**src/rtl/mole_round_scheduler.sv**
```systemverilog
// Whack-a-mole round sequencer: paces GAP/SHOW rounds, picks moles from a 3-bit LFSR,
// scores hits and wrong presses, derives the difficulty level and tracks lives.
module mole_round_scheduler #(
    parameter int unsigned GAP_CYCLES = 150000000,
    parameter int unsigned SHOW_L0    = 150000000,
    parameter int unsigned SHOW_L1    = 100000000,
    parameter int unsigned SHOW_L2    = 50000000,
    parameter int unsigned SHOW_L3    = 25000000,
    parameter int unsigned MAX_LIVES  = 3
) (
    input  logic       clock,
    input  logic       resetn,
    input  logic       game,
    input  logic [2:0] hit_pulse,
    output logic [2:0] mole,
    output logic [7:0] score,
    output logic [1:0] level,
    output logic [1:0] lives,
    output logic       game_over,
    output logic       round_done
);

    typedef enum logic [1:0] {
        StIdle,
        StGap,
        StShow,
        StOver
    } state_e;

    localparam logic [27:0] GapLoad   = 28'(GAP_CYCLES - 1);
    localparam logic [1:0]  LivesInit = 2'(MAX_LIVES);

    state_e      state_q, state_d;
    logic [27:0] timer_q, timer_d;
    logic [2:0]  lfsr_q, lfsr_d;
    logic [2:0]  mole_q, mole_d;
    logic [7:0]  score_q, score_d;
    logic [1:0]  lives_q, lives_d;
    logic        game_over_q, game_over_d;
    logic        round_done_q, round_done_d;

    logic [2:0]  lfsr_step;
    logic [1:0]  level_c;

    // XNOR feedback keeps 111 out of the 7-state cycle that starts at 000.
    assign lfsr_step = {lfsr_q[1:0], ~(lfsr_q[2] ^ lfsr_q[1])};

    function automatic logic [2:0] mole_decode(input logic [2:0] v);
        logic [2:0] m;
        case (v)
            3'd1, 3'd5:       m = 3'b001;
            3'd0, 3'd2, 3'd7: m = 3'b010;
            default:          m = 3'b100;
        endcase
        return m;
    endfunction

    function automatic logic [27:0] show_load(input logic [1:0] lvl);
        logic [27:0] t;
        case (lvl)
            2'd0:    t = 28'(SHOW_L0 - 1);
            2'd1:    t = 28'(SHOW_L1 - 1);
            2'd2:    t = 28'(SHOW_L2 - 1);
            default: t = 28'(SHOW_L3 - 1);
        endcase
        return t;
    endfunction

    always_comb begin
        level_c = 2'd0;
        if (score_q >= 8'd11) begin
            level_c = 2'd3;
        end else if (score_q >= 8'd6) begin
            level_c = 2'd2;
        end else if (score_q >= 8'd3) begin
            level_c = 2'd1;
        end
    end

    always_comb begin
        state_d      = state_q;
        timer_d      = timer_q;
        lfsr_d       = lfsr_q;
        mole_d       = mole_q;
        score_d      = score_q;
        lives_d      = lives_q;
        game_over_d  = game_over_q;
        round_done_d = 1'b0;

        unique case (state_q)
            StIdle: begin
                mole_d      = 3'b000;
                game_over_d = 1'b0;
                if (game) begin
                    state_d = StGap;
                    timer_d = GapLoad;
                    score_d = 8'd0;
                    lives_d = LivesInit;
                    lfsr_d  = 3'b000;
                end
            end

            StGap: begin
                if (!game) begin
                    state_d     = StIdle;
                    mole_d      = 3'b000;
                    game_over_d = 1'b0;
                end else if (timer_q == 28'd0) begin
                    state_d = StShow;
                    lfsr_d  = lfsr_step;
                    mole_d  = mole_decode(lfsr_step);
                    timer_d = show_load(level_c);
                end else begin
                    timer_d = timer_q - 28'd1;
                end
            end

            StShow: begin
                if (!game) begin
                    state_d     = StIdle;
                    mole_d      = 3'b000;
                    game_over_d = 1'b0;
                end else if ((hit_pulse & mole_q) != 3'b000) begin
                    if (score_q != 8'd255) begin
                        score_d = score_q + 8'd1;
                    end
                    mole_d       = 3'b000;
                    round_done_d = 1'b1;
                    state_d      = StGap;
                    timer_d      = GapLoad;
                end else if (hit_pulse != 3'b000) begin
                    // Wrong press: penalise but leave the round and its timer untouched.
                    if (score_q != 8'd0) begin
                        score_d = score_q - 8'd1;
                    end
                end else if (timer_q == 28'd0) begin
                    lives_d      = lives_q - 2'd1;
                    mole_d       = 3'b000;
                    round_done_d = 1'b1;
                    if (lives_q == 2'd1) begin
                        state_d     = StOver;
                        game_over_d = 1'b1;
                    end else begin
                        state_d = StGap;
                        timer_d = GapLoad;
                    end
                end else begin
                    timer_d = timer_q - 28'd1;
                end
            end

            StOver: begin
                mole_d      = 3'b000;
                game_over_d = 1'b1;
                if (!game) begin
                    state_d     = StIdle;
                    game_over_d = 1'b0;
                end
            end

            default: begin
                state_d = StIdle;
                mole_d  = 3'b000;
            end
        endcase
    end

    always_ff @(posedge clock) begin
        if (!resetn) begin
            state_q      <= StIdle;
            timer_q      <= 28'd0;
            lfsr_q       <= 3'b000;
            mole_q       <= 3'b000;
            score_q      <= 8'd0;
            lives_q      <= LivesInit;
            game_over_q  <= 1'b0;
            round_done_q <= 1'b0;
        end else begin
            state_q      <= state_d;
            timer_q      <= timer_d;
            lfsr_q       <= lfsr_d;
            mole_q       <= mole_d;
            score_q      <= score_d;
            lives_q      <= lives_d;
            game_over_q  <= game_over_d;
            round_done_q <= round_done_d;
        end
    end

    assign mole       = mole_q;
    assign score      = score_q;
    assign level      = level_c;
    assign lives      = lives_q;
    assign game_over  = game_over_q;
    assign round_done = round_done_q;

endmodule

```
**config.mk**
```make
export PLATFORM = sky130hd
export DESIGN_NAME = mole_round_scheduler
export DESIGN_NICKNAME = d
export VERILOG_FILES = /design/src/rtl/mole_round_scheduler.sv
export SDC_FILE = /design/constraint.sdc
export NUM_CORES = 1
export LEC_CHECK = 0
export ABC_CLOCK_PERIOD_IN_PS = 4100
export BUFFER_PORTS_ARGS = -buffer_cell sky130_fd_sc_hd__buf_2
export CORE_UTILIZATION = 35
export CTS_BUF_LIST = sky130_fd_sc_hd__clkbuf_4
export CTS_CLUSTER_SIZE = 8
export DETAILED_ROUTE_END_ITERATION = 10
export PLACE_DENSITY = 0.62
export SKIP_LAST_GASP = 1
export SYNTH_ARGS = -nofsm -noshare
export SYNTH_HDL_FRONTEND = slang
export SYNTH_SLANG_ARGS = --single-unit
```
**constraint.sdc**
```tcl
create_clock -name clock -period 4.1 [get_ports clock]
set_input_delay 0.205 -clock clock [delete_from_list [all_inputs] [get_ports clock]]
set_output_delay 0.205 -clock clock [all_outputs]
set_load 0.1 [all_outputs]
```
==> impl_metrics.tcl <==
set metrics [dict create \
    status "finished clean" \
    yosys_warnings 0 \
    fin_total_pwr_mw 1.128 \
    clk_latency_ps 380 \
    synth_cell_types 66 \
    worstPathCellList "ha_1, inv_1, a21oi_1, a311o_1, a21o_1, nor2_1, a221oi_2" \
    setup_viol 0 \
    hold_viol_final 0 \
    drv_slew 0 \
    initial_core_util_pct 36.18 \
    wl_mm 8.837 \
    r2r_end "timer_q[1]$_SDFFE_PN0P_" \
    dieArea_mm2 0.009947 \
    final.period_utilization_pct 76.10 \
    placed_area_mm2 0.003521 \
    hp-class "in2reg" \
    p_sw_mw 0.4485 \
    seq_power_share_pct 48.0 \
    grt_pass1_vias 3004 \
    placedCellCount 553 \
    crit_family "compound AO/OA/AOI/OAI gates" \
    vias 3170 \
    dp_hpwl_mm 6.200 \
    drc 0 \
    synth_seq_cells 48 \
    dr.pass1.iters 4 \
    clkSinkCount 48 \
    pre_cts_slack_ps 1055 \
    setup_tns_ps 0 \
    syn_avg_cell_area_um2 7.941 \
    pwr-share-comb_pct 31.4 \
    avgRoutedWirePerCell_um 15.75 \
    path_clk_slew_ps 170 \
    startpoint_type "flop" \
    power_density_mw_per_mm2 315.4 \
    p_leak_nw 1.359 \
    hold_ws_ps 145.0 \
    critPathMaxStageDelay_ps 650 \
    synth_area_mm2 0.003343 \
    fin_skew_ps 22.19 \
    grt_setup_unrepaired "false" \
    dieWidth_um 99.74 \
    synth_ff_type "dfxtp_1" \
    post_cts_resize_count 0 \
    power_frac_clock_pct 20.6 \
    track_usage_pct 18.40 \
    fill_cells 968 \
    drt-vias-per-instance 5.651 \
    finalNetCount 452 \
    switching_share_pct 39.75 \
    die_h_um 99.74 \
    num_antenna_cells 0 \
    cp.depth 7 \
    fin_cells 561 \
    endpoint_kind "flop" \
    tightest_slew_ps 939.2 \
    ir_drop_mv 0.1629 \
    cp-endpoint "timer_q[1]$_SDFFE_PN0P_" \
    worst-r2r-cell-count 7 \
    fp.coreArea_mm2 0.009240 \
    ctsHoldBuffers 0 \
    arrival_ps 3400 \
    rows 35 \
    fmax_mhz 320.5 \
    path_class "reg2reg" \
    cap_violations 0 \
    drive_gt1_share_pct 12.50 \
    final_util_pct 38.71 \
    portBuffers 22 \
    cts_tree "built" \
    critical_path_buf_inv_count 1 \
    antenna_found_initial 0 \
    place_congestion 0.8626 \
    r2r_slack_ps 980 \
    crit_slowest_cell "ha_1" \
    fin_ws_ps 980.0 \
    synth-edff-count 0 \
    cts-root-buf "clkbuf_4" \
    ant_nets 0 \
    async_reset_ff_share_pct 0 \
    fin_area_mm2 0.003577 \
    worstReg2RegStart "state_q[0]$_SDFFE_PN0P_" \
    syn-instance-count 421 \
    yosysSeqAreaShare_pct 28.74 \
    min_period_ps 3120 \
    io_pins 23 \
    required_ps 4380 \
    grt.overflow.total 0 \
    relSlewSlack_pct 37.32 \
    cp-startpoint "state_q[0]$_SDFFE_PN0P_" \
    clockBufferDepth 2 \
    drtIter0Drc 136 \
    htreeDepth 2 \
    numCtsBuffers 5 \
    p_int_mw 0.6798 \
    syn2layout_area_growth_pct 6.998 \
    grt_max_degree 32 \
    post-cts-setup-buffer-count 0 \
    path_max_fanout 20 \
    grt_pass1_wl_mm 14.75 \
    synth_fp_nets 442 \
]
[state kept, by name, summed over array words and instances (netlist names)]
register    count
score           8
round_done      1
lives           2
state_q         2
timer_q        28
mole            3
game_over       1
lfsr_q          3
[how the worst min path moves through the flow]
stage                     cells after the start                 endpoint                  from  slack (ps)
final                                         3    round_done$_SDFF_PN0_                  game         140
after global routing                          3    round_done$_SDFF_PN0_                  game         140
after CTS                                     3    round_done$_SDFF_PN0_                  game         130
after detailed placement                      2     mole[2]$_SDFFE_PN0P_  mole[2]$_SDFFE_PN0P_         450
after global placement                        2     mole[2]$_SDFFE_PN0P_  mole[2]$_SDFFE_PN0P_         460
after floorplan                               2  timer_q[1]$_SDFFE_PN0P_                resetn         420
[layer usage]
metal  share of wire (%)  global-route usage (%)
met5                   0                       0
met4                 1.2                   5.090
met3                 4.4                   3.303
met2                  44                   29.07
met1                  50                   25.60
[worst min-delay path, stage by stage]
cell	delay (ps)
buf_2	160
nand3_1	100
a21oi_1	40
[cell usage in the layout, fill, tap and decap left out, types with 3 or more instances in the layout]
cell / instances
or3_1: 11
or4_1: 6
buf_2: 22
nand2_1: 44
a211o_1: 4
nor4_1: 4
o22ai_1: 10
dfxtp_1: 48
nand3_1: 20
ha_1: 14
nand4_1: 6
and3_1: 5
buf_4: 3
o2111ai_1: 3
o211ai_1: 4
nor2_1: 25
o21ai_1: 11
nand4b_1: 3
a22oi_1: 3
nor3_4: 3
inv_1: 12
nor4_2: 3
a21oi_1: 47
xnor2_1: 7
xor2_1: 10
a21o_1: 12
clkbuf_4: 5
o21ai_0: 14
nor3_1: 20
a31oi_1: 4
a32o_1: 4
[logic make-up after synthesis]
logic type | Yosys count | share of synthesized area [%]
DFF | 48 | 28.74
xor gates and xnor gates | 17 | 4.454
muxes | 2 | 0.5988
and+or+nand+nor | 168 | 28.78
adders and majority gates | 15 | 5.838
buffers and inverters | 34 | 4.828
AOI/OAI and AO/OA | 137 | 26.76
[cell usage after synthesis (3+ instances only)]
| cell | n | area [um2] |
|---|---|---|
| nor2_1 | 25 | 93.84 |
| a211o_1 | 4 | 35.03 |
| nand3_1 | 20 | 100.1 |
| a21oi_1 | 47 | 235.2 |
| xnor2_1 | 7 | 61.31 |
| o22ai_1 | 10 | 62.56 |
| nor3_4 | 3 | 48.80 |
| o21ai_0 | 15 | 75.07 |
| nand4b_1 | 3 | 26.28 |
| a31oi_1 | 4 | 25.02 |
| nor4_1 | 4 | 25.02 |
| and3_1 | 5 | 31.28 |
| nor3_1 | 20 | 100.1 |
| nand2_1 | 44 | 165.2 |
| nand4_1 | 6 | 37.54 |
| inv_1 | 12 | 45.04 |
| buf_2 | 6 | 30.03 |
| or3_1 | 11 | 68.82 |
| xor2_1 | 10 | 87.58 |
| o211ai_1 | 4 | 30.03 |
| buf_4 | 3 | 22.52 |
| dfxtp_1 | 48 | 960.9 |
| ha_1 | 14 | 175.2 |
| nor4_2 | 3 | 37.54 |
| o2111ai_1 | 3 | 26.28 |
| a22oi_1 | 3 | 22.52 |
| clkbuf_1 | 9 | 33.78 |
| a32o_1 | 4 | 40.04 |
| o21ai_1 | 10 | 50.05 |
| or4_1 | 6 | 45.04 |
| a21o_1 | 12 | 90.09 |
[final cells by class]
type	instances	area [um2]	area share, %
Multi-Input combinational cell	339	2221	62.08
Sequential cell	48	960.9	26.86
Tap cell	129	161.4	4.512
Timing Repair Buffer	25	132.6	3.708
Inverter	12	45.04	1.259
Clock buffer	5	37.54	1.049
Clock inverter	3	18.77	0.5247
[power groups by stage]
stage          clock [mW]  combinational [mW]  sequential, mW
4_1_cts             0.241               0.353           0.540
3_5_place_dp            0               0.352           0.550
5_1_grt             0.259               0.394           0.546
6_report            0.233               0.355           0.541
3_3_place_gp            0               0.347           0.549
2_1_floorplan           0               0.282           0.547
(Power assumes the default switching activity.)
